[src/rtl/fft_sdf_stage_ctrl_if.sv]
// Stream and control bundle between an SDF FFT stage controller and its
// neighbours: sample handshake in, delay-line/butterfly controls and output framing out.
interface fft_sdf_stage_ctrl_if #(
  parameter int TW_W = 5
);
  logic            in_valid;
  logic            in_sop;
  logic            in_ready;
  logic            shift_en;
  logic            bf_sel;
  logic [TW_W-1:0] tw_idx;
  logic            out_valid;
  logic            out_sop;
  logic            frame_done;
  logic            sop_err;

  modport master (
    output in_valid, in_sop,
    input  in_ready, shift_en, bf_sel, tw_idx, out_valid, out_sop, frame_done, sop_err
  );

  modport slave (
    input  in_valid, in_sop,
    output in_ready, shift_en, bf_sel, tw_idx, out_valid, out_sop, frame_done, sop_err
  );
endinterface

[src/rtl/fft_sdf_stage_ctrl.sv]
// Control FSM for one single-delay-feedback FFT stage: fills the delay line,
// runs the butterfly half-frame, then drains either into the next frame or a flush.
module fft_sdf_stage_ctrl #(
  parameter int DEPTH = 32,
  parameter int TW_W  = $clog2(DEPTH)
) (
  input  logic                 clk,
  input  logic                 reset,
  fft_sdf_stage_ctrl_if.slave  bus
);

  if ((DEPTH < 2) || ((DEPTH & (DEPTH - 1)) != 0)) begin : g_bad_depth
    $error("DEPTH must be a power of two and at least 2");
  end

  typedef enum logic [1:0] {IDLE, FILL, BFLY, FLUSH} state_t;

  localparam logic [TW_W-1:0] CNT_LAST = TW_W'(DEPTH - 1);

  state_t          state_q;
  logic [TW_W-1:0] cnt_q;
  logic            drain_pend_q;
  logic            in_ready_q;
  logic            shift_en_q;
  logic            bf_sel_q;
  logic [TW_W-1:0] tw_idx_q;
  logic            out_valid_q;
  logic            out_sop_q;
  logic            frame_done_q;
  logic            sop_err_q;

  logic            accept;
  logic            cnt_last;
  logic            cnt_zero;
  logic [TW_W-1:0] cnt_d;

  assign accept   = bus.in_valid && in_ready_q;
  assign cnt_last = (cnt_q == CNT_LAST);
  assign cnt_zero = (cnt_q == '0);
  assign cnt_d    = cnt_last ? '0 : cnt_q + TW_W'(1);

  // Outputs are registered and describe the sample taken (or flush step) at the
  // preceding edge; in_ready is registered from the next state.
  always_ff @(posedge clk) begin
    if (reset) begin
      state_q      <= IDLE;
      cnt_q        <= '0;
      drain_pend_q <= 1'b0;
      in_ready_q   <= 1'b1;
      shift_en_q   <= 1'b0;
      bf_sel_q     <= 1'b0;
      tw_idx_q     <= '0;
      out_valid_q  <= 1'b0;
      out_sop_q    <= 1'b0;
      frame_done_q <= 1'b0;
      sop_err_q    <= 1'b0;
    end else begin
      shift_en_q   <= 1'b0;
      out_valid_q  <= 1'b0;
      out_sop_q    <= 1'b0;
      frame_done_q <= 1'b0;
      sop_err_q    <= 1'b0;
      unique case (state_q)
        IDLE: begin
          bf_sel_q <= 1'b0;
          tw_idx_q <= '0;
          if (accept && bus.in_sop) begin
            shift_en_q <= 1'b1;
            cnt_q      <= TW_W'(1);
            state_q    <= FILL;
          end
        end
        FILL: begin
          if (accept) begin
            shift_en_q  <= 1'b1;
            bf_sel_q    <= 1'b0;
            tw_idx_q    <= '0;
            out_valid_q <= drain_pend_q;
            sop_err_q   <= bus.in_sop && !cnt_zero;
            cnt_q       <= cnt_d;
            // A sop-less sample right after the butterfly half means no new frame follows.
            if (drain_pend_q && cnt_zero && !bus.in_sop) begin
              in_ready_q <= 1'b0;
              state_q    <= FLUSH;
            end else if (cnt_last) begin
              frame_done_q <= drain_pend_q;
              drain_pend_q <= 1'b0;
              state_q      <= BFLY;
            end
          end else if (drain_pend_q && cnt_zero) begin
            bf_sel_q   <= 1'b0;
            tw_idx_q   <= '0;
            in_ready_q <= 1'b0;
            state_q    <= FLUSH;
          end
        end
        BFLY: begin
          if (accept) begin
            shift_en_q  <= 1'b1;
            bf_sel_q    <= 1'b1;
            tw_idx_q    <= cnt_q;
            out_valid_q <= 1'b1;
            out_sop_q   <= cnt_zero;
            sop_err_q   <= bus.in_sop && !cnt_zero;
            cnt_q       <= cnt_d;
            if (cnt_last) begin
              drain_pend_q <= 1'b1;
              if (bus.in_sop) begin
                in_ready_q <= 1'b0;
                state_q    <= FLUSH;
              end else begin
                state_q    <= FILL;
              end
            end
          end
        end
        FLUSH: begin
          shift_en_q  <= 1'b1;
          bf_sel_q    <= 1'b0;
          tw_idx_q    <= '0;
          out_valid_q <= drain_pend_q;
          cnt_q       <= cnt_d;
          if (cnt_last) begin
            frame_done_q <= drain_pend_q;
            drain_pend_q <= 1'b0;
            in_ready_q   <= 1'b1;
            state_q      <= IDLE;
          end
        end
      endcase
    end
  end

  assign bus.in_ready   = in_ready_q;
  assign bus.shift_en   = shift_en_q;
  assign bus.bf_sel     = bf_sel_q;
  assign bus.tw_idx     = tw_idx_q;
  assign bus.out_valid  = out_valid_q;
  assign bus.out_sop    = out_sop_q;
  assign bus.frame_done = frame_done_q;
  assign bus.sop_err    = sop_err_q;

endmodule
[src/flat_wrapper.sv]
// flat-port wrapper written by rule: the top's interface ports become plain ports
module fft_sdf_stage_ctrl_flat 
#(
  parameter int DEPTH = 32,
  parameter int TW_W  = $clog2(DEPTH)
)
  (clk, reset, bus_in_valid, bus_in_sop, bus_in_ready, bus_shift_en, bus_bf_sel, bus_tw_idx, bus_out_valid, bus_out_sop, bus_frame_done, bus_sop_err);
  fft_sdf_stage_ctrl_if #(.TW_W(TW_W)) bus_i ();
  input  logic clk;
  input  logic reset;
  input wire logic [$bits(bus_i.in_valid)-1:0] bus_in_valid;
  input wire logic [$bits(bus_i.in_sop)-1:0] bus_in_sop;
  output wire logic [$bits(bus_i.in_ready)-1:0] bus_in_ready;
  output wire logic [$bits(bus_i.shift_en)-1:0] bus_shift_en;
  output wire logic [$bits(bus_i.bf_sel)-1:0] bus_bf_sel;
  output wire logic [$bits(bus_i.tw_idx)-1:0] bus_tw_idx;
  output wire logic [$bits(bus_i.out_valid)-1:0] bus_out_valid;
  output wire logic [$bits(bus_i.out_sop)-1:0] bus_out_sop;
  output wire logic [$bits(bus_i.frame_done)-1:0] bus_frame_done;
  output wire logic [$bits(bus_i.sop_err)-1:0] bus_sop_err;
  assign bus_i.in_valid = bus_in_valid;
  assign bus_i.in_sop = bus_in_sop;
  assign bus_in_ready = bus_i.in_ready;
  assign bus_shift_en = bus_i.shift_en;
  assign bus_bf_sel = bus_i.bf_sel;
  assign bus_tw_idx = bus_i.tw_idx;
  assign bus_out_valid = bus_i.out_valid;
  assign bus_out_sop = bus_i.out_sop;
  assign bus_frame_done = bus_i.frame_done;
  assign bus_sop_err = bus_i.sop_err;
  fft_sdf_stage_ctrl #(.DEPTH(DEPTH), .TW_W(TW_W)) u_core (.clk(clk), .reset(reset), .bus(bus_i));
endmodule
[config.mk]
export PLATFORM = sky130hd
export DESIGN_NAME = fft_sdf_stage_ctrl_flat
export DESIGN_NICKNAME = d
export VERILOG_FILES = /design/src/rtl/fft_sdf_stage_ctrl_if.sv /design/src/rtl/fft_sdf_stage_ctrl.sv /design/src/flat_wrapper.sv
export SDC_FILE = /design/constraint.sdc
export NUM_CORES = 1
export LEC_CHECK = 0
export CORE_MARGIN = 8
export CORE_UTILIZATION = 60
export CTS_CLUSTER_DIAMETER = 30
export DETAILED_ROUTE_END_ITERATION = 7
export DONT_BUFFER_PORTS = 1
export PLACE_DENSITY = 0.76
export SKIP_CTS_REPAIR_TIMING = 1
export SLEW_MARGIN = 40
export SYNTH_ARGS = -nofsm -noshare
export SYNTH_HDL_FRONTEND = slang
export SYNTH_SLANG_ARGS = --single-unit
[constraint.sdc]
create_clock -name clk -period 3.12 [get_ports clk]
set_clock_uncertainty 0.05 [all_clocks]
set_input_delay 0.936 -clock clk [delete_from_list [all_inputs] [get_ports clk]]
set_output_delay 0.936 -clock clk [all_outputs]
set_load 0.01 [all_outputs]
=== Yosys cells after proc, flatten, opt, wreduce, memory -nomap -nowiden ===
Index checks and enable logic that the tools add are counted.

* RAM bits: 0
* Bits in latches: 0
* Bits in registers: 20
* Memory bits (read-only): 0
* Memories kept: 0
* Output and inout bits: 12

* Div/mod/pow operators: 0
* Multiply operators: 0
* Reductions and logical operators: 19
* Eq/ne operators: 15
* Bitwise gates (word level): 3
* Shift-type cells: 0
* Add/subtract/negate cells: 1
* Muxes and demuxes: 43
* $lt $le $gt $ge: 0

{| class="wikitable"
|+ Operator list
! cell !! count
|-
| two-way mux 5 bit || 6
|-
| one-hot mux 5 bit (3 select lines) || 2
|-
| two-way mux 1 bit || 19
|-
| two-way mux 2 bit || 9
|-
| one-hot mux 1 bit (3 select lines) || 5
|-
| inequality test 2 x 1 -> 1 bit, second input constant || 6
|-
| one-hot mux 2 bit (4 select lines) || 1
|-
| AND reduction 7 bit || 1
|-
| AND reduction 6 bit || 1
|-
| OR reduction 3 bit || 2
|-
| adder 5 x 1 -> 5 bit, second input constant || 1
|-
| equality test 5 bit, second input constant || 1
|-
| logical AND 1 bit || 5
|-
| zero test 5 bit || 1
|-
| AND reduction 5 bit || 1
|-
| equality test 2 bit, second input constant || 2
|-
| inequality test 2 bit, second input constant || 2
|-
| inequality test 4 bit, second input constant || 1
|-
| AND reduction 2 bit || 2
|-
| OR reduction 2 bit || 2
|-
| inequality test 3 x 1 -> 1 bit, second input constant || 1
|-
| inequality test 3 bit, second input constant || 1
|-
| NOT 1 bit || 3
|-
| nonzero test 3 bit || 1
|-
| other kinds (4) || 5
|}

=== Depth between registers and ports, before layout ===
Gate-level depths: netlist of run 1.

* Depth in word-level cells: 6
* Depth in mapped cells: 8

=== Worst setup path before layout of run 1 ===
No wires, ideal clock.

* Kind: in2reg
* Start point: in bus_in_valid
* End point: reg u_core.state_q[1]
* Setup time: 0.071 ns
* Setup slack: 0.763 ns
* Stages on the path: 6
* Arrival time: 2.236 ns
* Required time: 2.999 ns
* Buffers on the path: 1
* Cells stage by stage: and2_1 clkbuf_1 a211oi_1 or4_4 or3_1 a21oi_1

* Word-level cells in the longest chain between the ends: 4
* Elaborated cells between the ends (all ways): 9

{| class="wikitable"
|+ Ends and longest elaborated chain
! item !! RTL line !! text
|-
| start, declared || flat_wrapper.sv:11 || <nowiki>input wire logic [$bits(bus_i.in_valid)-1:0] bus_in_valid;</nowiki>
|-
| logical AND 1 bit (*) || fft_sdf_stage_ctrl.sv:37 || <nowiki>assign accept = bus.in_valid && in_ready_q;</nowiki>
|-
| logical AND 1 bit || fft_sdf_stage_ctrl.sv:67 || <nowiki>if (accept && bus.in_sop) begin</nowiki>
|-
| inequality test 2 x 1 -> 1 bit (no source line) || n/a ||
|-
| AND reduction 6 bit (no source line) || n/a ||
|-
| end signal, assigned || fft_sdf_stage_ctrl.sv:46 || <nowiki>state_q <= IDLE;</nowiki>
|-
| end signal, assigned || fft_sdf_stage_ctrl.sv:70 || <nowiki>state_q <= FILL;</nowiki>
|-
| end signal, assigned || fft_sdf_stage_ctrl.sv:84 || <nowiki>state_q <= FLUSH;</nowiki>
|-
| end, declared || fft_sdf_stage_ctrl.sv:20 || <nowiki>state_t state_q;</nowiki>
|}

Mark *: on every way between the ends. The rest lies on a longest branch, timed or not.
A chain may end at the register's enable or synchronous reset.

=== Worst setup path after layout of run 1 ===
* Start point: reg u_core.cnt_q[1]
* End point: reg u_core.state_q[1]

* Word-level cells in the longest chain between the ends: 6
* Elaborated cells between the ends (all ways): 12

{| class="wikitable"
|+ Ends and longest elaborated chain
! item !! RTL line !! text
|-
| start, declared || fft_sdf_stage_ctrl.sv:21 || <nowiki>logic [TW_W-1:0] cnt_q;</nowiki>
|-
| start signal, assigned || fft_sdf_stage_ctrl.sv:80 || <nowiki>cnt_q <= cnt_d;</nowiki>
|-
| start signal, assigned || fft_sdf_stage_ctrl.sv:105 || <nowiki>cnt_q <= cnt_d;</nowiki>
|-
| start signal, assigned || fft_sdf_stage_ctrl.sv:122 || <nowiki>cnt_q <= cnt_d;</nowiki>
|-
| zero test 5 bit || fft_sdf_stage_ctrl.sv:39 || <nowiki>assign cnt_zero = (cnt_q == '0);</nowiki>
|-
| logical AND 1 bit || fft_sdf_stage_ctrl.sv:82, fft_sdf_stage_ctrl.sv:90 ||
|-
| logical AND 1 bit || fft_sdf_stage_ctrl.sv:82 || <nowiki>if (drain_pend_q && cnt_zero && !bus.in_sop) begin</nowiki>
|-
| two-way mux 2 bit || fft_sdf_stage_ctrl.sv:82 ||
|-
| two-way mux 2 bit || fft_sdf_stage_ctrl.sv:74 || <nowiki>if (accept) begin</nowiki>
|-
| one-hot mux 2 bit (4 select lines) || fft_sdf_stage_ctrl.sv:63 || <nowiki>unique case (state_q)</nowiki>
|-
| end signal, assigned || fft_sdf_stage_ctrl.sv:70 ||
|-
| end signal, assigned || fft_sdf_stage_ctrl.sv:84 ||
|-
| end signal, assigned || fft_sdf_stage_ctrl.sv:88 || <nowiki>state_q <= BFLY;</nowiki>
|}

Several ways; a longest one is shown, not always the timed one.

==> summary.txt, run 1 <==
Worst setup path
  • Crit Path Class: flip-flop to flip-flop
  • Slowest Stage Delay on Critical Path: 520 ps
  • CP max FO: 11
  • Crit end category: flip-flop
  • Worst r2r src: u_core.cnt_q[1]$_SDFFE_PP0P_
  • FF-to-FF setup slack: 650 ps
  • CP delay by family, top: simple AND/OR/NAND/NOR gates
  • Worst R2R End: u_core.state_q[1]$_SDFFE_PP0P_
  • Critical path cell sequence: ha_1 > and3_2 > ha_1 > nor2b_1 > a2bb2oi_1 > or4_4 > or3_1 > a21oi_1
  • Crit path DAT: 2670 ps
  • Top cell by count, worst path: ha_1
  • Worst path depth: 8
  • CP Data Required Time: 3320 ps
  • Register-to-Register Path Depth: 8
  • Crit path buf inv count: 0
  • Critical Path Source Type: flip-flop
  • CP startpoint: u_core.cnt_q[1]$_SDFFE_PP0P_
  • Critical path's slowest cell: or4_4

Synthesis
  • Top-count cell post-synth: dfxtp_1
  • Synth Register Bits: 20
  • Ranking of synthesized cells by area: dfxtp_1, ha_1, a211oi_1
  • Post-synthesis cell count: 108
  • Leading post-synthesis cells by instance count: dfxtp_1, nor2_1, inv_1
  • Top FF cell, synth: dfxtp_1
  • Post-Syn Area: 1000 um^2
  • Area leader, netlist: dfxtp_1
  • Mapped Nets: 119
  • Sequential fraction of the synthesis area: 40.0%
  • Mean Syn Cell Area: 9.28 um^2
  • Synth warn: 0
  • Asr flop ratio synth: 0%
  • Post-synth EDFFs: 0
  • Yosys cell types: 38
  • Share of the synthesized area in the top cell type: 40.0%

Global route
  • GRT Residual Overflow: 0
  • Number of antenna violations at the first check in global routing: 0
  • Global-route wire length before repair: 3510 um
  • Vias in the first global route: 758
  • Largest net degree at the start of global routing: 17
  • GRT Total Usage: 13.2%

Drt
  • DRC: 0
  • Final WL: 2050 um
  • Drt wl/cell: 16.5 um
  • Drt pass-1 iters: 4
  • Via count: 825
  • DR vias/cell: 6.65
  • Initial drt markers: 24
  • Post-route antenna net violation count: 0

Final layout
  • Proportion of layout cells with a drive suffix above 1: 10.2%
  • Layout fillers: 130
  • Post-Layout Cell Count: 124
  • Area growth syn-to-layout: 4.12%
  • Nets: 120
  • Post-layout util: 67.7%
  • Ant. Diodes: 0

Timing
  • Final min period: 2470 ps
  • Unrepaired setup endpoints after global routing: false
  • Final period utilization: 79.0%
  • Setup TNS Final: 0 ps
  • Worst relative slew slack: 53.8%
  • Worst Tran Pin Value: 688 ps
  • Max Transition Viols Final: 0
  • Hold Vio Cnt, Final: 0
  • Max Clk Rate: 0.406 GHz
  • Setup violators final: 0

Clock network
  • CTS H-tree lvls: 1
  • Clk buf depth: 2
  • CTS tree: done
  • Num Clock Sinks: 20
  • Total CTS buffers: 3
  • Clock slew at reported path FFs: 120 ps
  • Clock latency on the worst-skew pair: 310 ps
  • Root buf cell: clkbuf_4

Outcome
  • Outcome: finished, final reports clean

Placed design
  • Cells after DPL: 120
  • Port bufs: 0
  • Dpl hpwl: 1480 um
  • Routability congestion estimate: 0.891

Power
  • Max VDD drop: 0.000507 V
  • Leakage: 0.425 nW
  • P per Cell Area: 706 nW/um^2
  • Overall Power: 736 uW

Floorplanning
  • # rows: 14
  • Die height: 56.9 um
  • Die X: 56.9 um
  • Full die area: 3230 um^2
  • Boundary Pins: 16
  • Starting density of the core: 65.0%
  • Core Region: 1540 um^2

Job
  • Max-cap violations: 0

Hold path
  • Worst min path class: flip-flop to flip-flop
  • Min-delay src: u_core.bus.bf_sel$_SDFFE_PP0P_
  • Hold path endpoint: u_core.bus.bf_sel$_SDFFE_PP0P_
  • Hold Path Stages: 1
layer usage:
metal	track usage, %	vias up	part of all wire, %
li1	-	404	-
met1	17.2	380	45
met2	19.3	34	43
met3	3.60	7	9.3
met4	6.71	0	2.7
met5	0	-	0
cells by family after synthesis:
kind of cell / Yosys count / synth area share [%]
flip-flops: 20 / 39.9
AND/OR/NAND/NOR: 33 / 20.7
adder cells (fa/ha/maj): 7 / 8.74
AO/OA/AOI/OAI: 36 / 26.1
buffers and inverters: 12 / 4.49
power by group:
part           internal [mW]  switching [mW]  leakage [nW]
Sequential             0.283          0.0303         0.162
Clock                 0.0712          0.0793        0.0210
Combinational          0.112           0.161         0.242
Total                  0.466           0.270         0.425
area by class of cell:
| type | count | area [um^2] | area share [%] |
|---|---|---|---|
| multi-input combinational | 76 | 557 | 53.4 |
| sequential | 20 | 400 | 38.4 |
| clock buffer | 4 | 36.3 | 3.48 |
| inverter | 8 | 30.0 | 2.88 |
| tap | 16 | 20.0 | 1.92 |
worst max path at each step:
| stage | to | slack [ps] |
|---|---|---|
| floorplan | u_core.state_q[1]$_SDFFE_PP0P_ | 760 |
| global placement | u_core.state_q[1]$_SDFFE_PP0P_ | 740 |
| detailed placement | u_core.state_q[1]$_SDFFE_PP0P_ | 670 |
| CTS | u_core.state_q[1]$_SDFFE_PP0P_ | 660 |
| global route | u_core.state_q[1]$_SDFFE_PP0P_ | 480 |
| finish | u_core.state_q[1]$_SDFFE_PP0P_ | 650 |
per-stage QoR:
| step | instance area, um^2 | hold WS, ps | setup WS, ps |
|---|---|---|---|
| 2_1_floorplan | 1000 | 441 | 763 |
| 3_3_place_gp | 1010 | 453 | 736 |
| 3_5_place_dp | 1010 | 468 | 667 |
| 4_1_cts | 1040 | 487 | 659 |
| 5_1_grt | 1040 | 529 | 477 |
| 6_report | 1040 | 485 | 655 |
placed cells by master, fill, tap and decap left out, types with 2 or more instances in the layout:
cell type  instances
inv_1              8
dfxtp_1           20
and2_1             2
a221oi_1           2
clkbuf_4           3
a21oi_1            6
o21ai_0            4
a22oi_1            2
nor2_1             9
a22o_1             4
nand3_1            2
a21o_1             2
nand2_1            4
ha_1               7
and3_2             2
a211oi_1           5
nor3_1             4
state kept, by name, indices dropped and copies added (netlist names):
register               count
u_core.drain_pend_q        1
u_core.bus.tw_idx          5
u_core.bus.sop_err         1
u_core.bus.bf_sel          1
u_core.state_q             2
u_core.bus.out_valid       1
u_core.cnt_q               5
u_core.bus.frame_done      1
u_core.bus.out_sop         1
u_core.bus.shift_en        1
u_core.bus.in_ready        1
Note: power is estimated with default switching activity, not from simulation.
==> run 2: changes to the inputs <==
CORE_UTILIZATION = 54   (was 60)
PLACE_DENSITY = 0.72   (was 0.76)
clock period = 2 ns   (was 3.12 ns; I/O delays follow)
==> summary.txt, run 2 (synthesized netlist as in run 1, its figures left out) <==
Placed design
  • Routability congestion estimate: 0.894 (+0.30%)
  • Cells after DPL: 146 (+22%)
  • Dpl hpwl: 1720 um (+16%)
  • Port bufs: 0 (unchanged)
  • Dpl cell area: 1180 um^2 (+17%)
  • Place WS: -86.6 ps (-754 ps)

Drt
  • Met2 WL: 1080 um (+21%)
  • Initial drt markers: 36 (+50%)
  • Highest metal used: met4
  • DR vias/cell: 5.97 (-10%)
  • Drt pass-1 iters: 4 (unchanged)
  • Final WL: 2330 um (+14%)
  • DR WL met3: 218 um (+15%)
  • Via count: 908 (+10%)
  • DRC: 0 (unchanged)
  • Post-route antenna net violation count: 0 (unchanged)
  • Wl on met1: 1010 um (+10%)
  • Drt wl/cell: 15.3 um (-7.2%)

Power
  • Internal: 895 uW (+92%)
  • Leakage: 0.520 nW (+23%)
  • P per Cell Area: 1090 nW/um^2 (+54%)
  • Sw frac: 35.1% (-1.7 points)
  • Max VDD drop: 0.000647 V (+28%)
  • Sequential power share: 36.4% (-6.1 points)
  • Comb pwr share: 43.1% (+6.0 points)
  • Clock Power Share: 20.4% (about the same)
  • Net Sw Power: 483 uW (+79%)

Outcome
  • Outcome: finished, violations left
  • Failing checks: negative setup slack

Timing
  • Final min period: 2120 ps (-347 ps)
  • Worst Tran Pin Value: 683 ps (-5.24 ps)
  • Max Clk Rate: 0.472 GHz (+16%)
  • Final WS setup: -118 ps (-773 ps)
  • Setup TNS Final: -200 ps (-200 ps)
  • Max Transition Viols Final: 0 (unchanged)
  • Unrepaired setup endpoints after global routing: true
  • Hold Vio Cnt, Final: 0 (unchanged)
  • Setup violators final: 2 (+2)
  • Final hold slack: 285 ps (-200 ps)
  • Worst relative slew slack: 54.1% (+0.35 points)
  • Final period utilization: 106% (+27 points)

Floorplanning
  • Starting density of the core: 57.4% (-7.6 points)
  • # rows: 15 (+1)
  • Die X: 59.1 um (+3.9%)
  • Boundary Pins: 16 (unchanged)
  • Die height: 59.1 um (+3.9%)
  • Core Region: 1750 um^2 (+13%)
  • Full die area: 3490 um^2 (+7.9%)

Worst setup path
  • Register-to-Register Path Depth: 7 (-1)
  • Crit path DAT: 2330 ps (-340 ps)
  • CP Data Required Time: 2210 ps (-1110 ps)
  • CP startpoint: u_core.cnt_q[0]$_SDFFE_PP0P_
  • Critical path cell sequence: inv_2 > ha_1 > nor4b_4 > a211oi_2 > or4_4 > or3_4 > a21oi_2
  • Worst r2r src: u_core.cnt_q[0]$_SDFFE_PP0P_
  • Critical Path Source Type: flip-flop
  • Critical path destination: u_core.state_q[1]$_SDFFE_PP0P_
  • CP max FO: 6 (-5)
  • Critical path's slowest cell: or4_4
  • FF-to-FF setup slack: -120 ps (-770 ps)
  • Crit end category: flip-flop
  • Worst R2R End: u_core.state_q[1]$_SDFFE_PP0P_
  • Slowest Stage Delay on Critical Path: 510 ps (about the same)
  • Crit Path Class: flip-flop to flip-flop

Clock network
  • Root buf cell: clkbuf_4
  • Clock slew at reported path FFs: 120 ps (about the same)
  • Total CTS buffers: 3 (unchanged)
  • CTS tree: done
  • CTS H-tree lvls: 1 (unchanged)
  • Clock latency on the worst-skew pair: 310 ps (about the same)
  • Clk buf depth: 2 (unchanged)
  • Num Clock Sinks: 20 (unchanged)

Final layout
  • Area growth syn-to-layout: 26.2%
  • Area occupied by registers: 408 um^2 (+1.9%)
  • Nets: 139 (+16%)
  • Area occupied by multi-input gates: 606 um^2 (+8.8%)
  • Design Area, Final: 1260 um^2 (+21%)
  • Commonest non-fill, non-tap cell in the layout: buf_4
  • Post-Layout Cell Count: 152 (+23%)
  • Commonest cells after routing, fill and taps aside: buf_4, dfxtp_1, nor2_1
  • Ant. Diodes: 0 (unchanged)
  • Layout fillers: 138 (+6.2%)
  • Proportion of layout cells with a drive suffix above 1: 32.3% (+22 points)

Hold path
  • Worst min path class: input port to flip-flop

Global route
  • Vias in the first global route: 810 (+6.9%)
  • GRT Total Usage: 13.8% (+0.62 points)
  • Largest net degree at the start of global routing: 17 (unchanged)
  • Number of antenna violations at the first check in global routing: 0 (unchanged)
  • GRT Residual Overflow: 0 (unchanged)
  • Global-route wire length before repair: 3790 um (+8.1%)

Job
  • Max-cap violations: 0 (unchanged)
run 2: final cells by class:
class | count | area share [%]
Clock buffer | 4 | 3.76
Inverter | 8 | 2.37
Multi-Input combinational cell | 76 | 47.9
Sequential cell | 20 | 32.2
Tap cell | 25 | 2.47
Timing Repair Buffer | 19 | 11.3
run 2: worst min-delay path by stage:
| stage | to | start | slack (ps) | depth (start not counted) |
|---|---|---|---|---|
| after floorplan | u_core.state_q[1]$_SDFFE_PP0P_ | u_core.state_q[1]$_SDFFE_PP0P_ | 450 | 2 |
| after global placement | u_core.state_q[0]$_SDFFE_PP0P_ | u_core.state_q[0]$_SDFFE_PP0P_ | 460 | 2 |
| after detailed placement | u_core.state_q[1]$_SDFFE_PP0P_ | u_core.state_q[1]$_SDFFE_PP0P_ | 480 | 2 |
| after CTS | u_core.cnt_q[1]$_SDFFE_PP0P_ | reset | 280 | 1 |
| after global routing | u_core.state_q[0]$_SDFFE_PP0P_ | reset | 260 | 1 |
| final | u_core.state_q[0]$_SDFFE_PP0P_ | reset | 280 | 1 |
run 2: power groups by stage:
stage	clock network [mW]	logic (mW)	registers, mW
global route	0.305	0.647	0.510
finish	0.282	0.595	0.502
detailed placement	0	0.518	0.506
CTS	0.289	0.523	0.497
floorplan	0	0.343	0.500
global placement	0	0.511	0.500
run 2: routing by layer:
metal / GRT usage (%) / up-vias
met3: 4.99 / 7
met1: 16.8 / 422
met4: 4.44 / 0
li1: - / 441
met5: 0 / -
met2: 22.0 / 38
run 2: worst max-delay path, delay by kind of cell, from the launching register on:
| kind | cells | cell delay, ps |
|---|---|---|
| compound gates | 2 | 230 |
| buf+inv | 1 | 60 |
| fa+ha+maj | 1 | 140 |
| flops | 1 | 380 |
| simple gates | 3 | 1210 |
run 2: stage by stage:
stage / utilization [%] / power, mW
2_1_floorplan: - / 0.843
3_5_place_dp: 67.6 / 1.02
6_report: 72.5 / 1.38
5_1_grt: 72.5 / 1.46
3_3_place_gp: 67.6 / 1.01
4_1_cts: 70.3 / 1.31
==> run 3: changes to the inputs <==
CELL_PAD_IN_SITES_DETAIL_PLACEMENT = 1   (was not set)
CELL_PAD_IN_SITES_GLOBAL_PLACEMENT = 1   (was not set)
CORE_UTILIZATION = 41   (was 54)
CTS_CLUSTER_SIZE = 28   (was not set)
PLACE_DENSITY = not set   (was 0.72)
PLACE_DENSITY_LB_ADDON = 0.1   (was not set)
==> summary.txt, run 3 (synthesized netlist as in run 1, its figures left out) <==
Outcome
  • Outcome: finished, violations left
  • Failing checks: negative setup slack

Floorplanning
  • Full die area: 4280 um^2 (+23%)
  • Core Region: 2390 um^2 (+37%)
  • Die X: 65.4 um (+11%)
  • Die height: 65.4 um (+11%)
  • # rows: 18 (+3)
  • Boundary Pins: 16 (unchanged)
  • Starting density of the core: 42.0% (-15 points)

Global route
  • M1 GR Usage: 17.3% (+0.49 points)
  • Grt met2 use: 21.8% (-0.19 points)
  • GR peak layer: met2
  • GRT Residual Overflow: 0 (unchanged)
  • GRT Total Usage: 13.8% (-0.031 points)
  • Number of antenna violations at the first check in global routing: 0 (unchanged)
  • Global-route wire length before repair: 4670 um (+23%)
  • Largest net degree at the start of global routing: 17 (unchanged)
  • Vias in the first global route: 950 (+17%)
  • Met3 Resource Use GR: 3.57% (-1.4 points)

Worst setup path
  • CP max FO: 4 (-2)
  • Slowest Stage Delay on Critical Path: 530 ps (+20 ps)
  • Top cell by count, worst path: ha_4
  • CP Data Required Time: 2210 ps (about the same)
  • Register-to-Register Path Depth: 8 (+1)
  • Critical path cell sequence: ha_4 > and3_4 > ha_4 > nor2b_2 > a2bb2oi_2 > or4_4 > or3_4 > a21oi_2
  • Worst path depth: 8 (+1)
  • Crit end category: flip-flop
  • Crit path DAT: 2320 ps (about the same)
  • CP delay by family, top: simple AND/OR/NAND/NOR gates
  • Critical path's slowest cell: or4_4
  • Critical Path Source Type: flip-flop
  • Crit path buf inv count: 0 (-1)
  • Crit Path Class: flip-flop to flip-flop

Timing
  • Hold Vio Cnt, Final: 0 (unchanged)
  • Max Transition Viols Final: 0 (unchanged)
  • Final period utilization: 106% (-0.30 points)
  • Worst Tran Pin Value: 480 ps (-203 ps)
  • Unrepaired setup endpoints after global routing: true
  • Final min period: 2110 ps (-6.02 ps)
  • Setup violators final: 2 (unchanged)
  • Max Clk Rate: 0.474 GHz (+0.28%)
  • Worst relative slew slack: 67.9% (+14 points)
  • Final WS setup: -112 ps (+6.02 ps)

Final layout
  • Ant. Diodes: 0 (unchanged)
  • Nets: 139 (unchanged)
  • Commonest cells after routing, fill and taps aside: buf_4, dfxtp_1, nor2_1
  • Proportion of layout cells with a drive suffix above 1: 34.6% (+2.4 points)
  • Commonest non-fill, non-tap cell in the layout: buf_4
  • Layout fillers: 277 (+100%)
  • Area growth syn-to-layout: 29.3%

Clock network
  • Clock slew at reported path FFs: 130 ps (about the same)
  • CTS H-tree lvls: 1 (unchanged)
  • Clock latency on the worst-skew pair: 310 ps (about the same)
  • Clk buf depth: 2 (unchanged)
  • CTS tree: done
  • Total CTS buffers: 3 (unchanged)
  • Num Clock Sinks: 20 (unchanged)
  • Root buf cell: clkbuf_4

Power
  • Max VDD drop: 0.000535 V (-17%)
  • Overall Power: 1.46 mW (+5.9%)
  • Sw frac: 35.1% (+0.082 points)
  • P per Cell Area: 1130 nW/um^2 (+3.4%)
  • Clock Power Share: 23.3% (+2.9 points)
  • Internal: 947 uW (+5.8%)
  • Leakage: 0.535 nW (+2.7%)
  • Sequential power share: 34.8% (-1.6 points)
  • Comb pwr share: 41.9% (-1.2 points)
  • Net Sw Power: 513 uW (+6.2%)

Drt
  • Initial drt markers: 27 (-25%)
  • Drt pass-1 iters: 6 (+2)
  • Final WL: 2890 um (+24%)
  • Via count: 931 (+2.5%)
  • Post-route antenna net violation count: 0 (unchanged)
  • DRC: 0 (unchanged)
  • Drt wl/cell: 18.4 um (+20%)
  • DR vias/cell: 5.93 (-0.73%)

Job
  • Max-cap violations: 0 (unchanged)

Placed design
  • Port bufs: 0 (unchanged)
  • Routability congestion estimate: 0.884 (-1.1%)
  • Dpl hpwl: 2070 um (+20%)
  • Place WS: -105 ps (-18.6 ps)

Hold path
  • Worst min path class: input port to flip-flop
  • Hold Path Stages: 1 (unchanged)
==> run 3: power groups by stage <==
stage | clock (mW) | combinational (mW) | sequential, mW
2_1_floorplan | 0 | 0.343 | 0.500
3_3_place_gp | 0 | 0.521 | 0.507
3_5_place_dp | 0 | 0.538 | 0.512
4_1_cts | 0.344 | 0.555 | 0.503
5_1_grt | 0.373 | 0.673 | 0.516
6_report | 0.340 | 0.612 | 0.507
==> run 3: per-layer routing <==
layer  part of all wire, %  vias to the layer above  wire length (um)
li1                      -                      441                 -
met1                    44                      452              1270
met2                    48                       32              1380
met3                   6.5                        6               188
met4                   1.8                        0                51
met5                     0                        -                 0
==> run 3: worst paths after layout <==
kind                            slack [ps]                             end                      startpoint
worst max-delay path                  -110  u_core.state_q[1]$_SDFFE_PP0P_    u_core.cnt_q[1]$_SDFFE_PP0P_
worst min-delay path                   280  u_core.state_q[1]$_SDFFE_PP0P_                           reset
worst max register to register        -110  u_core.state_q[1]$_SDFFE_PP0P_    u_core.cnt_q[1]$_SDFFE_PP0P_
worst min register to register         490  u_core.state_q[0]$_SDFFE_PP0P_  u_core.state_q[0]$_SDFFE_PP0P_
==> run 3: stage by stage <==
step | util [%] | setup TNS [ps] | hold WS, ps | std cells | cell area (um^2)
after floorplan | - | 0 | 445 | 108 | 1050
after global placement | 49.1 | -33.1 | 458 | 149 | 1170
after detailed placement | 49.1 | -172 | 468 | 149 | 1170
after CTS | 51.3 | -313 | 282 | 153 | 1220
after global routing | 54.3 | -417 | 253 | 157 | 1300
final | 54.3 | -164 | 277 | 157 | 1300
==> run 3: area by class of cell <==
cell class | instances | area, um^2 | share of cell area (%)
Tap cell | 30 | 37.5 | 2.90
Clock buffer | 3 | 22.5 | 1.74
Multi-Input combinational cell | 76 | 621 | 47.9
Timing Repair Buffer | 19 | 146 | 11.3
Inverter | 8 | 30.0 | 2.32
Clock inverter | 1 | 30.0 | 2.32
Sequential cell | 20 | 409 | 31.6
